**src/rtl/cam_pkg.sv**
```systemverilog
// Shared types and constants for the camera frame-capture scheduler.
package cam_pkg;

   typedef enum logic [1:0] {
      IDLE       = 2'd0,
      WAIT_VSYNC = 2'd1,
      CAPTURE    = 2'd2
   } cam_state_e;

   typedef logic [15:0] rgb565_t;

   localparam int SRC_W = 320;
   localparam int SRC_H = 240;

   function automatic int frame_words(input int w, input int h);
      return w * h;
   endfunction

   // Window end clipped to the source raster so a misplaced crop never wraps.
   function automatic int win_end(input int lo, input int len, input int lim);
      return ((lo + len) > lim) ? lim : (lo + len);
   endfunction

endpackage

```
**src/rtl/cam_capture_ctrl_if.sv**
```systemverilog
// Pixel stream, buffer write port and bank handshake of the capture scheduler.
interface cam_capture_ctrl_if #(
   parameter int ADDR_W = 16
) ();
   import cam_pkg::*;

   logic              i_enable;
   logic              i_vsync;
   logic              i_pixelValid;
   rgb565_t           i_pixel;
   logic [9:0]        i_xIndex;
   logic [9:0]        i_yIndex;
   logic              i_bufRelease;
   logic              o_wrEn;
   logic [ADDR_W-1:0] o_wrAddr;
   rgb565_t           o_wrData;
   logic              o_wrBank;
   logic              o_frameReady;
   logic              o_rdBank;
   logic              o_busy;
   logic              o_shortFrame;
   logic [7:0]        o_dropCount;

   modport master (
      output i_enable, i_vsync, i_pixelValid, i_pixel, i_xIndex, i_yIndex, i_bufRelease,
      input  o_wrEn, o_wrAddr, o_wrData, o_wrBank, o_frameReady, o_rdBank,
             o_busy, o_shortFrame, o_dropCount
   );

   modport slave (
      input  i_enable, i_vsync, i_pixelValid, i_pixel, i_xIndex, i_yIndex, i_bufRelease,
      output o_wrEn, o_wrAddr, o_wrData, o_wrBank, o_frameReady, o_rdBank,
             o_busy, o_shortFrame, o_dropCount
   );

endinterface

```
**src/rtl/cam_bank_sched.sv**
```systemverilog
// Ping-pong bank bookkeeping: full flags, write/read pointers, release and drop count.
module cam_bank_sched (
   input  logic       i_clk,
   input  logic       i_reset,
   input  logic       complete,
   input  logic       buf_release,
   input  logic       drop,
   output logic [1:0] bank_full_r,
   output logic       wr_ptr_r,
   output logic       rd_ptr_r,
   output logic       frame_ready_r,
   output logic [7:0] drop_count_r
);

   logic [1:0] bank_full_nxt;
   logic       wr_ptr_nxt;
   logic       rd_ptr_nxt;
   logic [7:0] drop_count_nxt;

   // Completion and release touch different banks, so both may apply together.
   always_comb begin
      bank_full_nxt  = bank_full_r;
      wr_ptr_nxt     = wr_ptr_r;
      rd_ptr_nxt     = rd_ptr_r;
      drop_count_nxt = drop_count_r;
      if (complete) begin
         bank_full_nxt[wr_ptr_r] = 1'b1;
         wr_ptr_nxt              = ~wr_ptr_r;
      end else begin
         wr_ptr_nxt = wr_ptr_r;
      end
      if (buf_release && bank_full_r[rd_ptr_r]) begin
         bank_full_nxt[rd_ptr_r] = 1'b0;
         rd_ptr_nxt              = ~rd_ptr_r;
      end else begin
         rd_ptr_nxt = rd_ptr_r;
      end
      if (drop && (drop_count_r != 8'hFF)) begin
         drop_count_nxt = drop_count_r + 8'd1;
      end else begin
         drop_count_nxt = drop_count_r;
      end
   end

   // Bank state registers.
   always_ff @(posedge i_clk) begin
      if (!i_reset) begin
         bank_full_r   <= 2'b00;
         wr_ptr_r      <= 1'b0;
         rd_ptr_r      <= 1'b0;
         frame_ready_r <= 1'b0;
         drop_count_r  <= 8'd0;
      end else begin
         bank_full_r   <= bank_full_nxt;
         wr_ptr_r      <= wr_ptr_nxt;
         rd_ptr_r      <= rd_ptr_nxt;
         frame_ready_r <= bank_full_nxt[rd_ptr_nxt];
         drop_count_r  <= drop_count_nxt;
      end
   end

endmodule

```
**src/rtl/cam_capture_ctrl.sv**
```systemverilog
// Frame-capture scheduler: VSYNC-armed crop of the camera raster into a ping-pong buffer.
module cam_capture_ctrl #(
   parameter int SRC_W   = cam_pkg::SRC_W,
   parameter int SRC_H   = cam_pkg::SRC_H,
   parameter int CROP_X0 = 48,
   parameter int CROP_Y0 = 8,
   parameter int CROP_W  = 224,
   parameter int CROP_H  = 224,
   parameter int ADDR_W  = 16
) (
   input  logic          i_clk,
   input  logic          i_reset,
   cam_capture_ctrl_if.slave bus
);
   import cam_pkg::*;

   localparam logic [9:0]        X_LO      = 10'(CROP_X0);
   localparam logic [9:0]        X_HI      = 10'(win_end(CROP_X0, CROP_W, SRC_W));
   localparam logic [9:0]        Y_LO      = 10'(CROP_Y0);
   localparam logic [9:0]        Y_HI      = 10'(win_end(CROP_Y0, CROP_H, SRC_H));
   localparam logic [ADDR_W-1:0] LAST_ADDR = ADDR_W'(frame_words(CROP_W, CROP_H) - 1);

   cam_state_e        state_r, state_nxt;
   logic              vsync_r;
   logic [ADDR_W-1:0] count_r, count_nxt;
   logic              wr_en_r, wr_en_nxt;
   logic [ADDR_W-1:0] wr_addr_r, wr_addr_nxt;
   rgb565_t           wr_data_r, wr_data_nxt;
   logic              wr_bank_r, wr_bank_nxt;
   logic              done_pend_r, done_pend_nxt;
   logic              short_r, short_nxt;
   logic              busy_r;
   logic              frame_start_s, in_win_s, complete_s, drop_s;
   logic [1:0]        bank_full_s;
   logic              wr_ptr_s, rd_ptr_s, frame_ready_s;
   logic [7:0]        drop_count_s;

   assign frame_start_s = bus.i_vsync & ~vsync_r;
   assign in_win_s      = (bus.i_xIndex >= X_LO) && (bus.i_xIndex < X_HI) &&
                          (bus.i_yIndex >= Y_LO) && (bus.i_yIndex < Y_HI);

   // Next state; done_pend_r marks the cycle after the final write, when the bank is closed.
   always_comb begin
      state_nxt     = state_r;
      count_nxt     = count_r;
      wr_en_nxt     = 1'b0;
      wr_addr_nxt   = wr_addr_r;
      wr_data_nxt   = wr_data_r;
      wr_bank_nxt   = wr_bank_r;
      done_pend_nxt = 1'b0;
      short_nxt     = 1'b0;
      complete_s    = 1'b0;
      drop_s        = 1'b0;
      case (state_r)
         IDLE: begin
            if (bus.i_enable) state_nxt = WAIT_VSYNC;
            else              state_nxt = IDLE;
         end
         WAIT_VSYNC: begin
            if (!bus.i_enable) begin
               state_nxt = IDLE;
            end else if (frame_start_s && !bank_full_s[wr_ptr_s]) begin
               state_nxt   = CAPTURE;
               wr_bank_nxt = wr_ptr_s;
               count_nxt   = {ADDR_W{1'b0}};
            end else if (frame_start_s) begin
               drop_s = 1'b1;
            end else begin
               state_nxt = WAIT_VSYNC;
            end
         end
         CAPTURE: begin
            if (done_pend_r) begin
               complete_s = 1'b1;
               if (!bus.i_enable) begin
                  state_nxt = IDLE;
               end else if (frame_start_s && !bank_full_s[~wr_ptr_s]) begin
                  state_nxt   = CAPTURE;
                  wr_bank_nxt = ~wr_ptr_s;
                  count_nxt   = {ADDR_W{1'b0}};
               end else if (frame_start_s) begin
                  drop_s    = 1'b1;
                  state_nxt = WAIT_VSYNC;
               end else begin
                  state_nxt = WAIT_VSYNC;
               end
            end else if (frame_start_s) begin
               short_nxt = 1'b1;
               count_nxt = {ADDR_W{1'b0}};
            end else if (bus.i_pixelValid && in_win_s) begin
               wr_en_nxt     = 1'b1;
               wr_addr_nxt   = count_r;
               wr_data_nxt   = bus.i_pixel;
               count_nxt     = count_r + {{(ADDR_W-1){1'b0}}, 1'b1};
               done_pend_nxt = (count_r == LAST_ADDR);
            end else begin
               state_nxt = CAPTURE;
            end
         end
         default: state_nxt = IDLE;
      endcase
   end

   // FSM, VSYNC history and registered write-port outputs.
   always_ff @(posedge i_clk) begin
      if (!i_reset) begin
         state_r     <= IDLE;
         vsync_r     <= 1'b0;
         count_r     <= {ADDR_W{1'b0}};
         wr_en_r     <= 1'b0;
         wr_addr_r   <= {ADDR_W{1'b0}};
         wr_data_r   <= 16'h0000;
         wr_bank_r   <= 1'b0;
         done_pend_r <= 1'b0;
         short_r     <= 1'b0;
         busy_r      <= 1'b0;
      end else begin
         state_r     <= state_nxt;
         vsync_r     <= bus.i_vsync;
         count_r     <= count_nxt;
         wr_en_r     <= wr_en_nxt;
         wr_addr_r   <= wr_addr_nxt;
         wr_data_r   <= wr_data_nxt;
         wr_bank_r   <= wr_bank_nxt;
         done_pend_r <= done_pend_nxt;
         short_r     <= short_nxt;
         busy_r      <= (state_nxt == CAPTURE);
      end
   end

   cam_bank_sched u_bank_sched (
      .i_clk         (i_clk),
      .i_reset       (i_reset),
      .complete      (complete_s),
      .buf_release   (bus.i_bufRelease),
      .drop          (drop_s),
      .bank_full_r   (bank_full_s),
      .wr_ptr_r      (wr_ptr_s),
      .rd_ptr_r      (rd_ptr_s),
      .frame_ready_r (frame_ready_s),
      .drop_count_r  (drop_count_s)
   );

   assign bus.o_wrEn       = wr_en_r;
   assign bus.o_wrAddr     = wr_addr_r;
   assign bus.o_wrData     = wr_data_r;
   assign bus.o_wrBank     = wr_bank_r;
   assign bus.o_frameReady = frame_ready_s;
   assign bus.o_rdBank     = rd_ptr_s;
   assign bus.o_busy       = busy_r;
   assign bus.o_shortFrame = short_r;
   assign bus.o_dropCount  = drop_count_s;

endmodule

```
**src/flat_wrapper.sv**
```systemverilog
// flat-port wrapper written by rule: the top's interface ports become plain ports
module cam_capture_ctrl_flat import cam_pkg::*;
#(
   parameter int SRC_W   = cam_pkg::SRC_W,
   parameter int SRC_H   = cam_pkg::SRC_H,
   parameter int CROP_X0 = 48,
   parameter int CROP_Y0 = 8,
   parameter int CROP_W  = 224,
   parameter int CROP_H  = 224,
   parameter int ADDR_W  = 16
)
  (i_clk, i_reset, bus_i_enable, bus_i_vsync, bus_i_pixelValid, bus_i_pixel, bus_i_xIndex, bus_i_yIndex, bus_i_bufRelease, bus_o_wrEn, bus_o_wrAddr, bus_o_wrData, bus_o_wrBank, bus_o_frameReady, bus_o_rdBank, bus_o_busy, bus_o_shortFrame, bus_o_dropCount);
  cam_capture_ctrl_if #(.ADDR_W(ADDR_W)) bus_i ();
  input  logic i_clk;
  input  logic i_reset;
  input wire logic [$bits(bus_i.i_enable)-1:0] bus_i_enable;
  input wire logic [$bits(bus_i.i_vsync)-1:0] bus_i_vsync;
  input wire logic [$bits(bus_i.i_pixelValid)-1:0] bus_i_pixelValid;
  input wire logic [$bits(bus_i.i_pixel)-1:0] bus_i_pixel;
  input wire logic [$bits(bus_i.i_xIndex)-1:0] bus_i_xIndex;
  input wire logic [$bits(bus_i.i_yIndex)-1:0] bus_i_yIndex;
  input wire logic [$bits(bus_i.i_bufRelease)-1:0] bus_i_bufRelease;
  output wire logic [$bits(bus_i.o_wrEn)-1:0] bus_o_wrEn;
  output wire logic [$bits(bus_i.o_wrAddr)-1:0] bus_o_wrAddr;
  output wire logic [$bits(bus_i.o_wrData)-1:0] bus_o_wrData;
  output wire logic [$bits(bus_i.o_wrBank)-1:0] bus_o_wrBank;
  output wire logic [$bits(bus_i.o_frameReady)-1:0] bus_o_frameReady;
  output wire logic [$bits(bus_i.o_rdBank)-1:0] bus_o_rdBank;
  output wire logic [$bits(bus_i.o_busy)-1:0] bus_o_busy;
  output wire logic [$bits(bus_i.o_shortFrame)-1:0] bus_o_shortFrame;
  output wire logic [$bits(bus_i.o_dropCount)-1:0] bus_o_dropCount;
  assign bus_i.i_enable = bus_i_enable;
  assign bus_i.i_vsync = bus_i_vsync;
  assign bus_i.i_pixelValid = bus_i_pixelValid;
  assign bus_i.i_pixel = bus_i_pixel;
  assign bus_i.i_xIndex = bus_i_xIndex;
  assign bus_i.i_yIndex = bus_i_yIndex;
  assign bus_i.i_bufRelease = bus_i_bufRelease;
  assign bus_o_wrEn = bus_i.o_wrEn;
  assign bus_o_wrAddr = bus_i.o_wrAddr;
  assign bus_o_wrData = bus_i.o_wrData;
  assign bus_o_wrBank = bus_i.o_wrBank;
  assign bus_o_frameReady = bus_i.o_frameReady;
  assign bus_o_rdBank = bus_i.o_rdBank;
  assign bus_o_busy = bus_i.o_busy;
  assign bus_o_shortFrame = bus_i.o_shortFrame;
  assign bus_o_dropCount = bus_i.o_dropCount;
  cam_capture_ctrl #(.SRC_W(SRC_W), .SRC_H(SRC_H), .CROP_X0(CROP_X0), .CROP_Y0(CROP_Y0), .CROP_W(CROP_W), .CROP_H(CROP_H), .ADDR_W(ADDR_W)) u_core (.i_clk(i_clk), .i_reset(i_reset), .bus(bus_i));
endmodule
```
**config.mk**
```make
export PLATFORM = sky130hd
export DESIGN_NAME = cam_capture_ctrl_flat
export DESIGN_NICKNAME = d
export VERILOG_FILES = /design/src/rtl/cam_pkg.sv /design/src/rtl/cam_capture_ctrl_if.sv /design/src/rtl/cam_bank_sched.sv /design/src/rtl/cam_capture_ctrl.sv /design/src/flat_wrapper.sv
export SDC_FILE = /design/constraint.sdc
export NUM_CORES = 1
export LEC_CHECK = 0
export CORE_MARGIN = 1.5
export CORE_UTILIZATION = 35
export DETAILED_ROUTE_END_ITERATION = 8
export MAX_ROUTING_LAYER = met4
export SLEW_MARGIN = 30
export SYNTH_ARGS = -nofsm -noshare
export SYNTH_HDL_FRONTEND = slang
export SYNTH_SLANG_ARGS = --single-unit
```
**constraint.sdc**
```tcl
create_clock -name i_clk -period 2.7 [get_ports i_clk]
set_clock_uncertainty 0.15 [all_clocks]
set_input_delay 0.27 -clock i_clk [delete_from_list [all_inputs] [get_ports i_clk]]
set_output_delay 0.27 -clock i_clk [all_outputs]
set_load 0.05 [all_outputs]
```
==> impl_results.md <==
- Outcome: complete, no violations
- Via count: 2886
- Hpwl dp: 5.56 mm
- # IOs: 88
- Register area share after synthesis: 43.7%
- Fin. Hold Viols: 0
- Leak: 1.58 nW
- CP max stage delay: 570 ps
- Nets: 487
- First-pass GRT wire length: 13.3 mm
- Psw: 0.000463 W
- Vias in the first global route: 2809
- Num CTS Buffers: 9
- Critical Path RT: 2820 ps
- Tmin final: 2490 ps
- Gpl congestion: 0.875
- Clock Latency Late Sink: 340 ps
- Unrepaired setup endpoints after global routing: false
- Cell Area, Placed: 0.00419 mm²
- Synth top area share: 43.7%
- Cell-internal power: 0.00145 W
- Post-Synthesis Cells: 344
- Worst setup path category: reg -> reg
- Synth area leaders: dfxtp_1, mux2i_1, nor2_1
- CP top delay family: simple AND/OR/NAND/NOR gates
- Power share of the combinational group: 7.5%
- Hold WC Path Type: reg -> reg
- Routed wire length: 7.76 mm
- Pins Over Slew Limit: 0
- Core area: 0.00872 mm²
- CP arrival: 2600 ps
- Initial antenna violation count: 0
- Routed vias/inst: 5.23
- Worst Setup Start Kind: flop
- Iteration count of the initial detailed-routing pass: 4
- All-Layer GR Usage: 17.4%
- Crit path from: u_core.state_r[0]$_SDFF_PN0_
- Drc violations: 0
- Yosys top cell by area: dfxtp_1
- Post-layout util: 50.1%
- Worst rel slew slack: 63.3%
- Pin count of the biggest net entering global routing: 27
- Seq cells post-synth: 69
- Row count: 34
- Root Driver: clkbuf_8
- Syn_area_per_cell: 9.18 µm²
- Starting Density: 36.2%
- Die Wd: 98.0 µm
- Unique masters post-synth: 55
- Yosys warns: 0
- Final Instance Area: 0.00437 mm²
- HP Start: u_core.bus.o_wrAddr[9]$_SDFFE_PN0P_
- Sequential share of power: 53.4%
- Longest Clk Path Bufs: 2
- Synthesized net count: 392
- CTS tree: built
- Die area: 0.00960 mm²
- Maximum operating frequency: 402 MHz
- Clock network power share: 39.1%
- H-tree depth reported by CTS: 3
- Worst path slowest cell: or4_1
- Hold Slack: 347 ps
- Power density cells: 438 mW/mm²
- # diodes: 0
- Post-route setup TNS: 0 ps
- Dominant synthesized flop cell: dfxtp_1
- R2r startpoint: u_core.state_r[0]$_SDFF_PN0_
- Area Growth Syn to Fin: 38.2%
- Post-synth EDFFs: 0
- Clock-pin slew on the worst setup and hold paths: 80 ps
- CP bufs+invs: 1
- Post-synth ARST share: 0%
- PortBufs: 80
- Period utilization: 92.1%
- Cell Chain, Critical Path: inv_1 > ha_1 > and4b_1 > a21oi_2 > or2_1 > or4_1 > a21oi_1
- Share of layout cells above drive strength 1: 9.91%
- Clock tree sinks: 69
- Max Cap Viol: 0
- Final ANT Viol Nets: 0
- VDD IR-drop max: 0.223 mV
- Mean routed wirelength per cell: 14.1 µm
- CP endpoint kind: flop
- Count of final setup violators: 0
- CP max FO: 18
- Gr ovfl total: 0
- Iteration-0 DRC Markers: 142
- Total Power: 0.00191 W
- Switching share of power: 24.2%
- Slew @ Worst Pin: 550 ps
- Die Y: 98.0 µm
- Synth Cell Area: 0.00316 mm²
state kept, by name, indices dropped and copies added (netlist names), 2 cells and up:
register and flops:
u_core.bus.o_wrAddr 16, u_core.bus.o_wrData 16, u_core.count_r 16, u_core.state_r 2
u_core.u_bank_sched.bank_full_r 2, u_core.u_bank_sched.drop_count_r 8
layout make-up:
class / count / area (µm²)
clock buffers: 12 / 145
flip-flops and latches: 69 / 1380
inverters: 6 / 22.5
repair buffers: 100 / 988
clock inverters: 4 / 23.8
multi-input cells: 253 / 1670
fillers: 844 / 4360
well taps: 108 / 135
through the flow:
stage               instances  setup WS (ps)
floorplan                 344            489
global placement          536           16.6
detailed placement        536          -41.9
CTS                       552            196
global route              552           35.8
finish                    552            215
layer usage:
metal / part of all wire (%) / wire length, µm / vias to the layer above / global-route usage [%]
met5: 0 / 0 / - / -
met4: 1.1 / 82 / 0 / 5.93
met3: 7.1 / 552 / 10 / 5.08
met2: 43 / 3370 / 97 / 25.8
met1: 48 / 3750 / 1339 / 22.8
li1: - / - / 1440 / -
cell usage in the layout, fill, tap and decap left out, drive strengths merged, types with 3 or more instances in the layout:
| master | instances |
|---|---|
| clkinv | 4 |
| dfxtp | 69 |
| buf | 20 |
| nand2 | 21 |
| mux2i | 34 |
| nand4 | 5 |
| nor3 | 8 |
| o21ai | 8 |
| nand2b | 6 |
| a21oi | 13 |
| xnor2 | 7 |
| and3 | 4 |
| nor2b | 5 |
| o31ai | 7 |
| or4 | 5 |
| clkdlybuf4s50 | 80 |
| inv | 6 |
| a211oi | 3 |
| nor4 | 7 |
| clkbuf | 12 |
| a31oi | 8 |
| nand3 | 12 |
| o22ai | 3 |
| ha | 6 |
| nor2 | 54 |
synthesized netlist by cell type, types with 2 or more instances:
cell type / count
dfxtp_1: 69
nor2_1: 53
mux2i_1: 34
nand2_1: 21
a21oi_1: 12
nand3_1: 12
a31oi_1: 8
clkbuf_1: 8
nor3_1: 8
o31ai_1: 7
xnor2_1: 7
ha_1: 6
inv_1: 6
nand2b_1: 6
nor4_1: 6
o21ai_0: 6
nand4_1: 5
nor2b_1: 5
or4_1: 5
and3_1: 4
buf_2: 4
a211oi_1: 3
o22ai_1: 3
a311oi_1: 2
a32oi_1: 2
and2_1: 2
and4_1: 2
buf_4: 2
buf_6: 2
nand4b_1: 2
nor3b_1: 2
nor4b_1: 2
o21ai_1: 2
o221a_2: 2
o311ai_0: 2
o41ai_1: 2
or3_1: 2
worst paths after layout:
check	endpoint	slack, ps	cells past startpoint
worst min register to register	u_core.bus.o_wrAddr[9]$_SDFFE_PN0P_	350	2
worst max-delay path	u_core.count_r[15]$_SDFFE_PN0P_	210	7
worst max register to register	u_core.count_r[15]$_SDFFE_PN0P_	210	7
worst min-delay path	u_core.bus.o_wrAddr[9]$_SDFFE_PN0P_	350	2
power by group through the flow:
stage,Sequential [W],Clock (W),Combinational [W]
global route,0.00102,0.000818,0.000156
global placement,0.00105,0,0.000141
CTS,0.00102,0.000780,0.000144
finish,0.00102,0.000748,0.000143
detailed placement,0.00105,0,0.000144
floorplan,0.00105,0,0.0000603
what timing repair did:
item | 4_1_cts | 5_1_grt
setup buffers | 0 | 0
gates resized for setup | 0 | 1
hold buffers | 0 | 0
endpoints found under the setup margin | 0 | 1
cells by family (layout without fill, tap and decap cells):
| logic type | Yosys count | count (layout) | synth area share [%] |
|---|---|---|---|
| AND/OR/NAND/NOR | 144 | 144 | 23.7 |
| AO/OA/AOI/OAI | 60 | 60 | 13.4 |
| XOR/XNOR | 8 | 8 | 2.22 |
| flip-flops | 69 | 69 | 43.7 |
| adder cells (fa/ha/maj) | 6 | 6 | 2.38 |
| buffers and inverters | 22 | 122 | 3.49 |
| multiplexers | 35 | 35 | 11.1 |
worst reg2reg max path, cell delays in order, from the launching register on:
cell and delay (ps):
dfxtp_1 390, inv_1 100, ha_1 290, and4b_1 240
a21oi_2 80, or2_1 430, or4_1 570, a21oi_1 170
No activity file was read; power rests on OpenSTA's default activity.
